File: config.mk
export PLATFORM = sky130hd
export DESIGN_NAME = seg_scan_decoder
export DESIGN_NICKNAME = d
export VERILOG_FILES = /design/src/rtl/seg_scan_pkg.sv /design/src/rtl/seg_glyph_decode.sv /design/src/rtl/seg_scan_decoder.sv
export SDC_FILE = /design/constraint.sdc
export NUM_CORES = 1
export LEC_CHECK = 0
export CORE_ASPECT_RATIO = 2
export CORE_MARGIN = 2
export CORE_UTILIZATION = 41
export CTS_BUF_LIST = sky130_fd_sc_hd__clkbuf_4 sky130_fd_sc_hd__clkbuf_8 sky130_fd_sc_hd__clkbuf_16
export CTS_CLUSTER_SIZE = 10
export DETAILED_ROUTE_END_ITERATION = 16
export GPL_ROUTABILITY_DRIVEN = 0
export GPL_TIMING_DRIVEN = 0
export SYNTH_ARGS = -nofsm -noshare
export SYNTH_HDL_FRONTEND = slang
export SYNTH_SLANG_ARGS = --single-unit
File: constraint.sdc
create_clock -name clk -period 13.5 [get_ports clk]
set_clock_uncertainty 0.05 [all_clocks]
set_input_delay 2.7 -clock clk [delete_from_list [all_inputs] [get_ports clk]]
set_output_delay 2.7 -clock clk [all_outputs]
set_load 0.05 [all_outputs]
File: src/rtl/seg_scan_pkg.sv
// Shared constants for the scanned 7-segment receive path: glyph codes, FSM states, digit count.
// Pure declarations; no latency or flow control.
package seg_scan_pkg;

  localparam int NUM_DIGITS = 8;

  // Segment patterns as seen on the active-low bus, bit 6 = g .. bit 0 = a
  localparam logic [6:0] GLYPH_0 = 7'b1000000;
  localparam logic [6:0] GLYPH_1 = 7'b1111001;
  localparam logic [6:0] GLYPH_2 = 7'b0100100;
  localparam logic [6:0] GLYPH_3 = 7'b0110000;
  localparam logic [6:0] GLYPH_4 = 7'b0011001;
  localparam logic [6:0] GLYPH_5 = 7'b0010010;
  localparam logic [6:0] GLYPH_6 = 7'b0000010;
  localparam logic [6:0] GLYPH_7 = 7'b1111000;
  localparam logic [6:0] GLYPH_8 = 7'b0000000;
  localparam logic [6:0] GLYPH_9 = 7'b0011000;
  localparam logic [6:0] GLYPH_A = 7'b0001000;
  localparam logic [6:0] GLYPH_B = 7'b0000011;
  localparam logic [6:0] GLYPH_C = 7'b1000110;
  localparam logic [6:0] GLYPH_D = 7'b0100001;
  localparam logic [6:0] GLYPH_E = 7'b0000110;
  localparam logic [6:0] GLYPH_F = 7'b0001110;

  typedef enum logic [1:0] {
    IDLE,
    COUNT,
    HELD
  } scan_state_t;

endpackage

File: src/rtl/seg_glyph_decode.sv
// Combinational active-low segment pattern to hex value; legal=0 for anything not in the glyph set.
// Zero latency, no flow control.
module seg_glyph_decode
  import seg_scan_pkg::*;
(
  input  logic [6:0] seg,
  output logic       legal,
  output logic [3:0] value
);

  always_comb begin
    legal = 1'b1;
    value = 4'h0;
    case (seg)
      GLYPH_0: value = 4'h0;
      GLYPH_1: value = 4'h1;
      GLYPH_2: value = 4'h2;
      GLYPH_3: value = 4'h3;
      GLYPH_4: value = 4'h4;
      GLYPH_5: value = 4'h5;
      GLYPH_6: value = 4'h6;
      GLYPH_7: value = 4'h7;
      GLYPH_8: value = 4'h8;
      GLYPH_9: value = 4'h9;
      GLYPH_A: value = 4'hA;
      GLYPH_B: value = 4'hB;
      GLYPH_C: value = 4'hC;
      GLYPH_D: value = 4'hD;
      GLYPH_E: value = 4'hE;
      GLYPH_F: value = 4'hF;
      default: legal = 1'b0;
    endcase
  end

endmodule

File: src/rtl/seg_scan_decoder.sv
// Rebuilds the 8 scanned display digits into a 32-bit word; writes land SYNC_STAGES+STABLE_CYCLES
// cycles after a tuple appears on the pins. No backpressure: the display bus cannot be stalled.
module seg_scan_decoder
  import seg_scan_pkg::*;
#(
  parameter int STABLE_CYCLES = 4,
  parameter int SYNC_STAGES   = 2
) (
  input  logic        clk,
  input  logic        rst_n,
  input  logic [6:0]  seg,
  input  logic        dp,
  input  logic [7:0]  an,
  output logic [31:0] hex_out,
  output logic [7:0]  dp_out,
  output logic [7:0]  digit_valid,
  output logic        frame_done,
  output logic        err,
  output logic [2:0]  err_digit
);

  localparam logic [7:0] STABLE = 8'(STABLE_CYCLES);

  // Synchroniser idles at all-ones so reset looks like a blank, unlit bus
  logic [15:0] sync_q [SYNC_STAGES];

  always_ff @(posedge clk or negedge rst_n) begin
    if (!rst_n) begin
      for (int i = 0; i < SYNC_STAGES; i++) sync_q[i] <= '1;
    end else begin
      sync_q[0] <= {an, dp, seg};
      for (int i = 1; i < SYNC_STAGES; i++) sync_q[i] <= sync_q[i-1];
    end
  end

  logic [7:0] an_s;
  logic       dp_s;
  logic [6:0] seg_s;
  assign {an_s, dp_s, seg_s} = sync_q[SYNC_STAGES-1];

  logic [3:0] sel_zeros;
  logic [2:0] sel_idx;
  logic       sel_legal;

  always_comb begin
    sel_zeros = 4'd0;
    sel_idx   = 3'd0;
    for (int i = 0; i < NUM_DIGITS; i++) begin
      if (!an_s[i]) begin
        sel_zeros = sel_zeros + 4'd1;
        sel_idx   = 3'(i);
      end
    end
    sel_legal = (sel_zeros == 4'd1);
  end

  logic       glyph_legal;
  logic [3:0] glyph_val;

  seg_glyph_decode u_glyph (
    .seg   (seg_s),
    .legal (glyph_legal),
    .value (glyph_val)
  );

  scan_state_t state, state_nxt;
  logic [7:0]  cnt, cnt_nxt;
  logic [2:0]  lat_idx;
  logic [6:0]  lat_seg;
  logic        lat_dp;
  logic        load, wr, tuple_same;

  assign tuple_same = (sel_idx == lat_idx) && (seg_s == lat_seg) && (dp_s == lat_dp);

  always_comb begin
    state_nxt = state;
    cnt_nxt   = cnt;
    load      = 1'b0;
    wr        = 1'b0;
    case (state)
      IDLE: begin
        if (sel_legal) load = 1'b1;
      end
      COUNT, HELD: begin
        if (!sel_legal) begin
          state_nxt = IDLE;
          cnt_nxt   = 8'd0;
        end else if (!tuple_same) begin
          load = 1'b1;
        end else if (state == COUNT) begin
          cnt_nxt = cnt + 8'd1;
          if (cnt_nxt == STABLE) begin
            state_nxt = HELD;
            wr        = 1'b1;
          end
        end
      end
      default: begin
        state_nxt = IDLE;
        cnt_nxt   = 8'd0;
      end
    endcase
    // A fresh tuple counts as its first stable sample
    if (load) begin
      cnt_nxt = 8'd1;
      if (STABLE == 8'd1) begin
        state_nxt = HELD;
        wr        = 1'b1;
      end else begin
        state_nxt = COUNT;
      end
    end
  end

  always_ff @(posedge clk or negedge rst_n) begin
    if (!rst_n) begin
      state   <= IDLE;
      cnt     <= 8'd0;
      lat_idx <= 3'd0;
      lat_seg <= 7'd0;
      lat_dp  <= 1'b0;
    end else begin
      state <= state_nxt;
      cnt   <= cnt_nxt;
      if (load) begin
        lat_idx <= sel_idx;
        lat_seg <= seg_s;
        lat_dp  <= dp_s;
      end
    end
  end

  always_ff @(posedge clk or negedge rst_n) begin
    if (!rst_n) begin
      hex_out     <= 32'd0;
      dp_out      <= 8'd0;
      digit_valid <= 8'd0;
      frame_done  <= 1'b0;
      err         <= 1'b0;
      err_digit   <= 3'd0;
    end else begin
      frame_done <= (digit_valid == 8'hFF);
      err        <= wr && !glyph_legal;
      if (wr && !glyph_legal) err_digit <= sel_idx;
      if (wr && glyph_legal) begin
        hex_out[{sel_idx, 2'b00} +: 4] <= glyph_val;
        dp_out[sel_idx]                <= ~dp_s;
      end
      // Frame clear beats a write landing in the same cycle
      if (digit_valid == 8'hFF) digit_valid <= 8'd0;
      else if (wr && glyph_legal) digit_valid[sel_idx] <= 1'b1;
    end
  end

endmodule
==> results of run 1 <==
==> where the power goes <==
part | internal, uW | leakage, uW | switching [uW]
registers | 347 | 0.00134 | 20.1
logic | 77.1 | 0.00141 | 98.2
clock network | 146 | 0.000152 | 114
total | 570 | 0.00291 | 232
==> cells in the mapped netlist, types with 3 or more instances <==
cell | n | area (um^2)
a22o_1 | 3 | 26.3
nor2_1 | 20 | 75.1
dfstp_2 | 32 | 841
a31oi_1 | 4 | 25.0
dfrtp_1 | 74 | 1850
o21a_1 | 6 | 45.0
xnor2_1 | 19 | 166
nand4_1 | 8 | 50.1
a21oi_1 | 18 | 90.1
nand2b_1 | 13 | 81.3
a21o_1 | 8 | 60.1
nand3_1 | 17 | 85.1
nor3_1 | 10 | 50.1
buf_2 | 3 | 15.0
or3_1 | 7 | 43.8
buf_1 | 3 | 11.3
nand2_1 | 32 | 120
ha_1 | 14 | 175
mux2i_1 | 11 | 110
o21ai_0 | 14 | 70.1
o22ai_1 | 4 | 25.0
clkbuf_1 | 10 | 37.5
nor2b_1 | 13 | 81.3
or2_2 | 6 | 37.5
mux2_2 | 42 | 473
inv_1 | 33 | 124
==> flip-flops by register name, summed over array words and instances (netlist names) <==
signal / flops
hex_out: 32
sync_q: 16
an_s: 8
cnt: 8
digit_valid: 8
dp_out: 8
lat_seg: 7
seg_s: 7
err_digit: 3
lat_idx: 3
state: 2
dp_s: 1
err: 1
frame_done: 1
lat_dp: 1
==> cells by family (layout without fill, tap and decap cells) <==
| kind of cell | Yosys count | count (layout) | synth area share |
|---|---|---|---|
| buffers and inverters | 51 | 138 | 0.0393 |
| muxes | 53 | 53 | 0.111 |
| and+or+nand+nor | 145 | 145 | 0.156 |
| adders and majority gates | 14 | 14 | 0.0333 |
| xor gates and xnor gates | 24 | 24 | 0.0490 |
| DFF | 106 | 106 | 0.512 |
| AOI/OAI and AO/OA | 77 | 77 | 0.0986 |
==> routing by layer <==
metal / vias up / track usage / part of all wire / wire [um]
li1: 1805 / - / - / -
met1: 1886 / 0.171 / 0.35 / 4170
met2: 59 / 0.363 / 0.61 / 7250
met3: 17 / 0.0186 / 0.021 / 251
met4: 0 / 0.0718 / 0.019 / 225
met5: - / 0 / 0 / 0
==> worst max-delay path: cells and delay by family (launching register included) <==
family / cells / cell delay [ps]
adder cells (fa/ha/maj): 6 / 1920
AO/OA/AOI/OAI: 5 / 1180
AND/OR/NAND/NOR: 6 / 1170
multiplexers: 2 / 630
flip-flops: 1 / 540
buffers and inverters: 2 / 200
XOR/XNOR: 1 / 170
==> area by class of cell <==
class                      instances  area (um^2)
clock inverter                     3         22.5
sequential                       106         2690
inverter                          33          124
clock buffer                      13          279
fill                            1165         6080
tap                              150          188
buffer                            18         82.6
timing repair buffer              71          726
multi-input combinational        313         2360
==> final timing paths <==
| path | start | end | slack [ps] | depth (start not counted) |
|---|---|---|---|---|
| min in group asynchronous | rst_n | hex_out[1] | 2280 | 1 |
| max in group asynchronous | rst_n | an_s[1] | 10350 | 2 |
| hold reg to reg | sync_q[31] | an_s[7] | 300 | 0 |
| setup reg to reg | an_s[0] | hex_out[3] | 7520 | 22 |
| hold / removal | sync_q[31] | an_s[7] | 300 | 0 |
| setup / recovery | an_s[0] | hex_out[3] | 7520 | 22 |
==> through the flow <==
| step | hold slack, ps | area (um^2) | total power [uW] |
|---|---|---|---|
| after CTS | 307 | 6470 | 811 |
| after global placement | 296 | 6140 | 539 |
| after global routing | 308 | 6470 | 844 |
| after detailed placement | 297 | 6170 | 548 |
| after floorplan | 295 | 5260 | 498 |
| final | 305 | 6470 | 802 |
==> flow_summary.ini, run 1 <==
[outcome]
outcome = finished clean

[setup_path]
critPathLaunchType = flip-flop
critPathMostFrequentCell = ha_1
slowest_delay_ps = 540
critical_path.slowest_cell = dfstp_2
critPathKind = reg -> reg
critical_path_peak_fanout = 8
critical_path_required_time_ps = 13680
cp_cell_sequence = inv_1 > ha_1 > xnor2_1 > ha_1 > nor2_1 > a31oi_1 > ha_1 > nand2b_1 > nand2_1 > ha_1 > o22a_1 > o21a_1 > ha_1 > mux2_2 > ha_1 > a2111oi_2 > o22ai_1 > nor3_4 > and4_1 > buf_4 > and4_1 > mux2_2
critical_path.endpoint_type = flip-flop
critPathArrivalTime_ps = 6170

[clocking]
clkSlewWorstSetupHoldPaths_ps = 70
clock_sinks = 106
cts_repair_resize_count = 0
post-cts-setup-buffer-count = 0
cts_hold_repair.buffers = 0
max-clock-path-buffers = 2
cts_root_buffer = clkbuf_16
insertion_delay_ps = 340
cts-buffers-inserted = 9
htree_num_levels = 3
tritoncts = done

[power_and_ir_drop]
power_density_cells_mw_per_mm2 = 124
ir_drop_uv = 74.3
power_leakage_uw = 0.00291

[synthesis]
synth_warnings = 0
synth-async-reset-ratio = 1.00
synth.net_count = 502
synthesis.instances = 470
postSynthRegisterBits = 106
synth_top_flop_cell = dfrtp_1
syn_avg_cell_area_um2 = 11.2
netlist-cell-type-count = 62
synth_enable_flop_cells = 0
mappedNetlistArea_mm2 = 0.00526
ys_seq_area_frac = 0.512

[drt]
drt_drc_violations_left = 0
ant_nets = 0
finalWirelength_mm = 11.9
vias_per_cell = 5.33
vias = 3767
detailedRoute.firstPassIterationCount = 4
detail_route.iter0.violations = 171
wl_per_cell_um = 16.8

[layout]
drive_gt1_frac = 0.203
finish.utilization = 0.515
layoutNonFillerInstCount = 707
flow.area_growth_from_synthesis_pct = 23.1
layout_common_cells = dfrtp_1 (74), clkdlybuf4s50_1 (69), mux2_2 (42)
leading_cell_type_in_the_layout_fill_and_taps_excluded = dfrtp_1
n_antenna_cell = 0
fin_nets = 584

[placed_design]
io_buffers = 70
dpl.cell_count = 691
hpwl_mm = 9.12
preCtsSetupSlack_ps = 7510

[global_routing]
overflow = 0
antenna_found_initial = 0
grt_first_pass_wirelength_mm = 19.2
grt_max_degree = 68
track_usage = 0.176
number_of_global_route_vias_before_repair = 3961

[timing]
clock.fmax_mhz = 167
slew_headroom = 0.443
tightestPinTransition_ps = 830
timing_max_transition_violations_final = 0
finalSetupTns_ps = 0
finalSetupViolCount = 0
grt_setup_unrepaired = false
fin_crit_sh = 0.443
hold_viol = 0
setup_ws_post_layout_ps = 7520
finalCriticalPeriod_ps = 5980

[floorplanning]
ioPinCount = 71
chipHeight_um = 164
floorplan.die.width_um = 84.1
core_area_mm2 = 0.0126
floorplan.rows = 58
initial_core_util = 0.419
design.die.area_mm2 = 0.0138

[worst_hold_path]
timing.hold.worst.class = reg -> reg

[job]
max_cap_violations = 0
No activity file was read; power rests on OpenSTA's default activity.
==> inputs of run 2 (changes only) <==
- clock period: 13.5 -> 5.35 ns (I/O delays scaled with it)
==> run 2 against run 1 <==
Critical path depth rose by 2. Non-clock buffer count rose by 7. Critical endpoint is now hex_out[2]. Utilization rose by 1.4 points. Hold slack got worse by 5.5 ps. Highest routed layer unchanged.
==> flow_summary.ini, run 2 (same netlist as run 1, synthesis figures left out) <==
[outcome]
outcome = finished clean

[power_and_ir_drop]
power_density_cells_mw_per_mm2 = 318
ir_drop_uv = 228
power_leakage_uw = 0.00298

[placed_design]
preCtsSetupSlack_ps = -528
hpwl_mm = 9.15
io_buffers = 70
postPlaceCellArea_mm2 = 0.00617

[setup_path]
critical_path_required_time_ps = 5520
critPathLaunchType = flip-flop
regToRegSetupSlack_ps = 240
slowest_delay_ps = 540
critPathKind = reg -> reg
r2r-end = hex_out[2]
r2r_start = an_s[0]
cp_cell_sequence = inv_1 > ha_4 > xnor2_2 > ha_1 > nor2_2 > a31oi_2 > buf_4 > buf_4 > buf_4 > nand2_1 > nand2_2 > ha_4 > o22a_1 > o21a_1 > ha_1 > mux2_2 > ha_4 > a2111oi_4 > o22ai_2 > nor3_4 > and4_1 > buf_6 > and4_4 > mux2_2
critical_path.slowest_cell = dfstp_2
ff2ff_path_depth = 24
critPathArrivalTime_ps = 5280
critical_path_peak_fanout = 8
timing.critical_path.buf_inv = 5
critical_path.top_delay_family = adder cells
critical_path.endpoint_type = flip-flop

[layout]
drive_gt1_frac = 0.238
multiInputGateArea_mm2 = 0.00245
leading_cell_type_in_the_layout_fill_and_taps_excluded = dfrtp_1
final_cell_area_mm2 = 0.00665
seqCellArea_mm2 = 0.00269
n_fill_cell = 1145
largest_register_ff_count = 32
n_antenna_cell = 0
flow.area_growth_from_synthesis_pct = 26.5
fin_nets = 591
top_register = hex_out
top_regs = hex_out: 32 flops, sync_q: 16 flops
layout_common_cells = dfrtp_1 (74), clkdlybuf4s50_1 (69), mux2_2 (42)

[clocking]
tritoncts = done
htree_num_levels = 3
insertion_delay_ps = 340
cts_hold_repair.buffers = 0
clock_sinks = 106
clkSlewWorstSetupHoldPaths_ps = 70
cts_root_buffer = clkbuf_16
cts-buffers-inserted = 9
max-clock-path-buffers = 2

[timing]
timing_max_transition_violations_final = 0
clock.fmax_mhz = 196
grt_setup_unrepaired = false
finalCriticalPeriod_ps = 5110
finalSetupTns_ps = 0
setup_ws_post_layout_ps = 245
finalSetupViolCount = 0
hold_viol = 0
slew_headroom = 0.390
fin_crit_sh = 0.954
tightestPinTransition_ps = 908

[global_routing]
grt_first_pass_wirelength_mm = 20.2
antenna_found_initial = 0
track_usage = 0.185
overflow = 0
number_of_global_route_vias_before_repair = 4055
grt_max_degree = 64

[drt]
vias = 3868
drt_drc_violations_left = 0
vias_per_cell = 5.42
detail_route.iter0.violations = 139
wl_per_cell_um = 17.0
ant_nets = 0
finalWirelength_mm = 12.1
detailedRoute.firstPassIterationCount = 5

[floorplanning]
design.die.area_mm2 = 0.0138
initial_core_util = 0.419
core_area_mm2 = 0.0126
floorplan.rows = 58
floorplan.die.width_um = 84.1
ioPinCount = 71
chipHeight_um = 164

[worst_hold_path]
holdPathEnd = seg_s[4]
hold_path_depth = 0
min_from = sync_q[20]
timing.hold.worst.class = reg -> reg

[job]
max_cap_violations = 0
-- run 2: cell types whose count changed in the layout (fill, tap and decap cells not counted), sizes merged --
cell,previous run,this run
buf,10,17
clkbuf,23,22
bufinv,0,1
-- run 2: metal layers --
metal  vias up  share of wire  global-route usage
li1       1827              -                   -
met1      1912           0.35               0.191
met5         -              0                   0
met3        33          0.028              0.0236
met4         0          0.036              0.0938
met2        96           0.59               0.357
-- run 2: stage by stage --
| step | total power [uW] | instances | utilization | hold slack (ps) |
|---|---|---|---|---|
| floorplan | 1260 | 470 | - | 295 |
| global placement | 1360 | 690 | 0.489 | 296 |
| detailed placement | 1380 | 691 | 0.491 | 297 |
| CTS | 2110 | 712 | 0.523 | 306 |
| global route | 2230 | 714 | 0.529 | 308 |
| finish | 2110 | 714 | 0.529 | 299 |
-- run 2: cell type report --
type	count	area share
sequential	106	0.405
multi-input combinational	313	0.369
timing repair buffer	78	0.117
clock buffer	12	0.0399
tap	150	0.0282
inverter	33	0.0186
buffer	18	0.0141
clock inverter	4	0.00753
-- run 2: how the worst max path moves through the flow --
| stage | start | slack (ps) | cells past startpoint | endpoint |
|---|---|---|---|---|
| 2_1_floorplan | an_s[0] | 30 | 22 | hex_out[0] |
| 3_3_place_gp | rst_n | -670 | 1 | dp_out[4] |
| 3_5_place_dp | an_s[0] | -530 | 22 | hex_out[2] |
| 4_1_cts | an_s[0] | 10 | 22 | hex_out[2] |
| 5_1_grt | an_s[0] | 20 | 24 | hex_out[2] |
| 6_report | an_s[0] | 240 | 24 | hex_out[2] |
-- run 2: power by group --
| group | internal [uW] | switching (uW) | total, uW |
|---|---|---|---|
| logic | 233 | 273 | 506 |
| registers | 875 | 47.3 | 922 |
| clock network | 402 | 282 | 685 |
-- run 2: timing repair --
item | in CTS | in global routing
setup endpoints to repair | 72 | 73
pin swaps | 3 | 5
resized for setup | 8 | 15
setup buffers | 5 | 2
==> inputs of run 3 (changes only) <==
- CELL_PAD_IN_SITES_DETAIL_PLACEMENT: default -> 2
- CELL_PAD_IN_SITES_GLOBAL_PLACEMENT: default -> 2
- CORE_UTILIZATION: 41 -> 33
- PLACE_DENSITY_LB_ADDON: default -> 0.1
==> run 3 against run 2 <==
Final area up 1.1%. Global-route usage up 0.14 points. Non-clock buffer count up 2. Via count up 1.7%. Count of clock-buffer cells in the layout down 3. Sequential cell count unchanged. Combinational power up 4.9%. Sequential share of layout area down 0.43 points. Critical path depth unchanged. Fmax down 0.23%.
==> flow_summary.ini, run 3 (same netlist as run 1, synthesis figures left out) <==
[drt]
detailedRoute.firstPassIterationCount = 4
vias_per_cell = 5.13
finalWirelength_mm = 14.9
wl_per_cell_um = 19.4
ant_nets = 0
detail_route.iter0.violations = 81
drt_drc_violations_left = 0
vias = 3935

[floorplanning]
initial_core_util = 0.335
chipHeight_um = 182
design.die.area_mm2 = 0.0170
core_area_mm2 = 0.0157
floorplan.die.width_um = 93.2
floorplan.rows = 65
ioPinCount = 71

[clocking]
max-clock-path-buffers = 2
clkSlewWorstSetupHoldPaths_ps = 70
htree_num_levels = 3
tritoncts = done
insertion_delay_ps = 360
clock_sinks = 106
cts-buffers-inserted = 9
cts_hold_repair.buffers = 0
cts_root_buffer = clkbuf_16

[power_and_ir_drop]
power_density_cells_mw_per_mm2 = 310
ir_drop_uv = 225
power_leakage_uw = 0.00298

[placed_design]
hpwl_mm = 11.3
postPlaceCellArea_mm2 = 0.00623
io_buffers = 70
dpl.cell_count = 742

[global_routing]
grt_util_met2 = 0.374
number_of_global_route_vias_before_repair = 4640
grt_first_pass_wirelength_mm = 24.5
track_usage = 0.186
antenna_found_initial = 0
use_met1 = 0.184
grt_max_degree = 64
use_met3 = 0.0326
overflow = 0
busiest_layer = met2

[layout]
drive_gt1_frac = 0.247
n_antenna_cell = 0
layout_common_cells = dfrtp_1 (74), clkdlybuf4s50_1 (69), mux2_2 (42)
top_register = hex_out
leading_cell_type_in_the_layout_fill_and_taps_excluded = dfrtp_1
finish.utilization = 0.428
top_regs = hex_out: 32 flops, sync_q: 16 flops
fin_nets = 593
layoutNonFillerInstCount = 767
final_cell_area_mm2 = 0.00672
n_fill_cell = 1637
largest_register_ff_count = 32
flow.area_growth_from_synthesis_pct = 27.8

[worst_hold_path]
timing.hold.worst.class = reg -> reg
hold_path_depth = 0
holdPathEnd = seg_s[4]
min_from = sync_q[20]

[timing]
finalCriticalPeriod_ps = 5120
slew_headroom = 0.443
finalSetupViolCount = 0
clock.fmax_mhz = 195
timing_max_transition_violations_final = 0
grt_setup_unrepaired = false
tightestPinTransition_ps = 830
hold_viol = 0
fin_crit_sh = 0.956

[setup_path]
critical_path_peak_fanout = 8
critPathArrivalTime_ps = 5310
ff2ff_path_depth = 24
critPathLaunchType = flip-flop
critical_path.startpoint = an_s[1]
critical_path.endpoint_type = flip-flop
critPathKind = reg -> reg
r2r_start = an_s[1]
regToRegSetupSlack_ps = 230
critical_path_required_time_ps = 5540
r2r-end = hex_out[1]

[job]
max_cap_violations = 0

[outcome]
outcome = finished clean
[run 3: metal layers]
metal	part of all wire	up-vias	wire length [um]
met5	0	-	0
met4	0.021	0	319
met3	0.028	16	423
met2	0.61	54	9040
met1	0.34	2038	5090
li1	-	1827	-
[run 3: report_power, final]
group	internal, uW	switching, uW	total [uW]
Sequential	874	48.1	922
Clock	320	311	632
Combinational	242	289	531
Total	1440	649	2080
[run 3: worst max-delay path: stages (launching register included)]
cell and delay, ps:
dfstp_2 550, inv_1 70, ha_4 260, xnor2_2 130
ha_1 320, nor2_2 50, a31oi_2 170, ha_1 280
nand2b_1 140, nand2_2 90, ha_4 230, o22a_1 190
o21a_2 140, ha_4 220, mux2_2 280, ha_4 240
nor2_2 80, nand2_1 80, a21oi_2 180, o22ai_2 120
nor3_4 140, and4_1 230, buf_6 150, and4_4 260
mux2_2 330
[run 3: worst max path at each step]
| stage | end | depth (start not counted) |
|---|---|---|
| 2_1_floorplan | hex_out[0] | 22 |
| 3_3_place_gp | cnt[6] | 1 |
| 3_5_place_dp | hex_out[0] | 22 |
| 4_1_cts | hex_out[1] | 24 |
| 5_1_grt | hex_out[2] | 24 |
| 6_report | hex_out[1] | 24 |
[run 3: cell type report]
type	count	area [um^2]	share of cell area
multi-input combinational	313	2480	0.369
tap	201	251	0.0374
inverter	33	124	0.0184
sequential	106	2690	0.401
clock buffer	9	225	0.0335
timing repair buffer	80	793	0.118
buffer	18	97.6	0.0145
clock inverter	7	51.3	0.00764
[run 3: timing repair]
action                                  4_1_cts  5_1_grt
buffers inserted                              6        3
pin swaps                                     8        6
endpoints found under the setup margin       73       72
resized for setup                            17       12
[run 3: metrics by stage]
step	setup TNS, ps	power [uW]	hold WS (ps)	setup slack (ps)
after global routing	0	2210	306	4.23
after floorplan	0	1260	295	34.6
after CTS	0	2100	306	15.5
after detailed placement	-33760	1400	297	-662
final	0	2080	306	233
after global placement	-81910	1370	296	-774
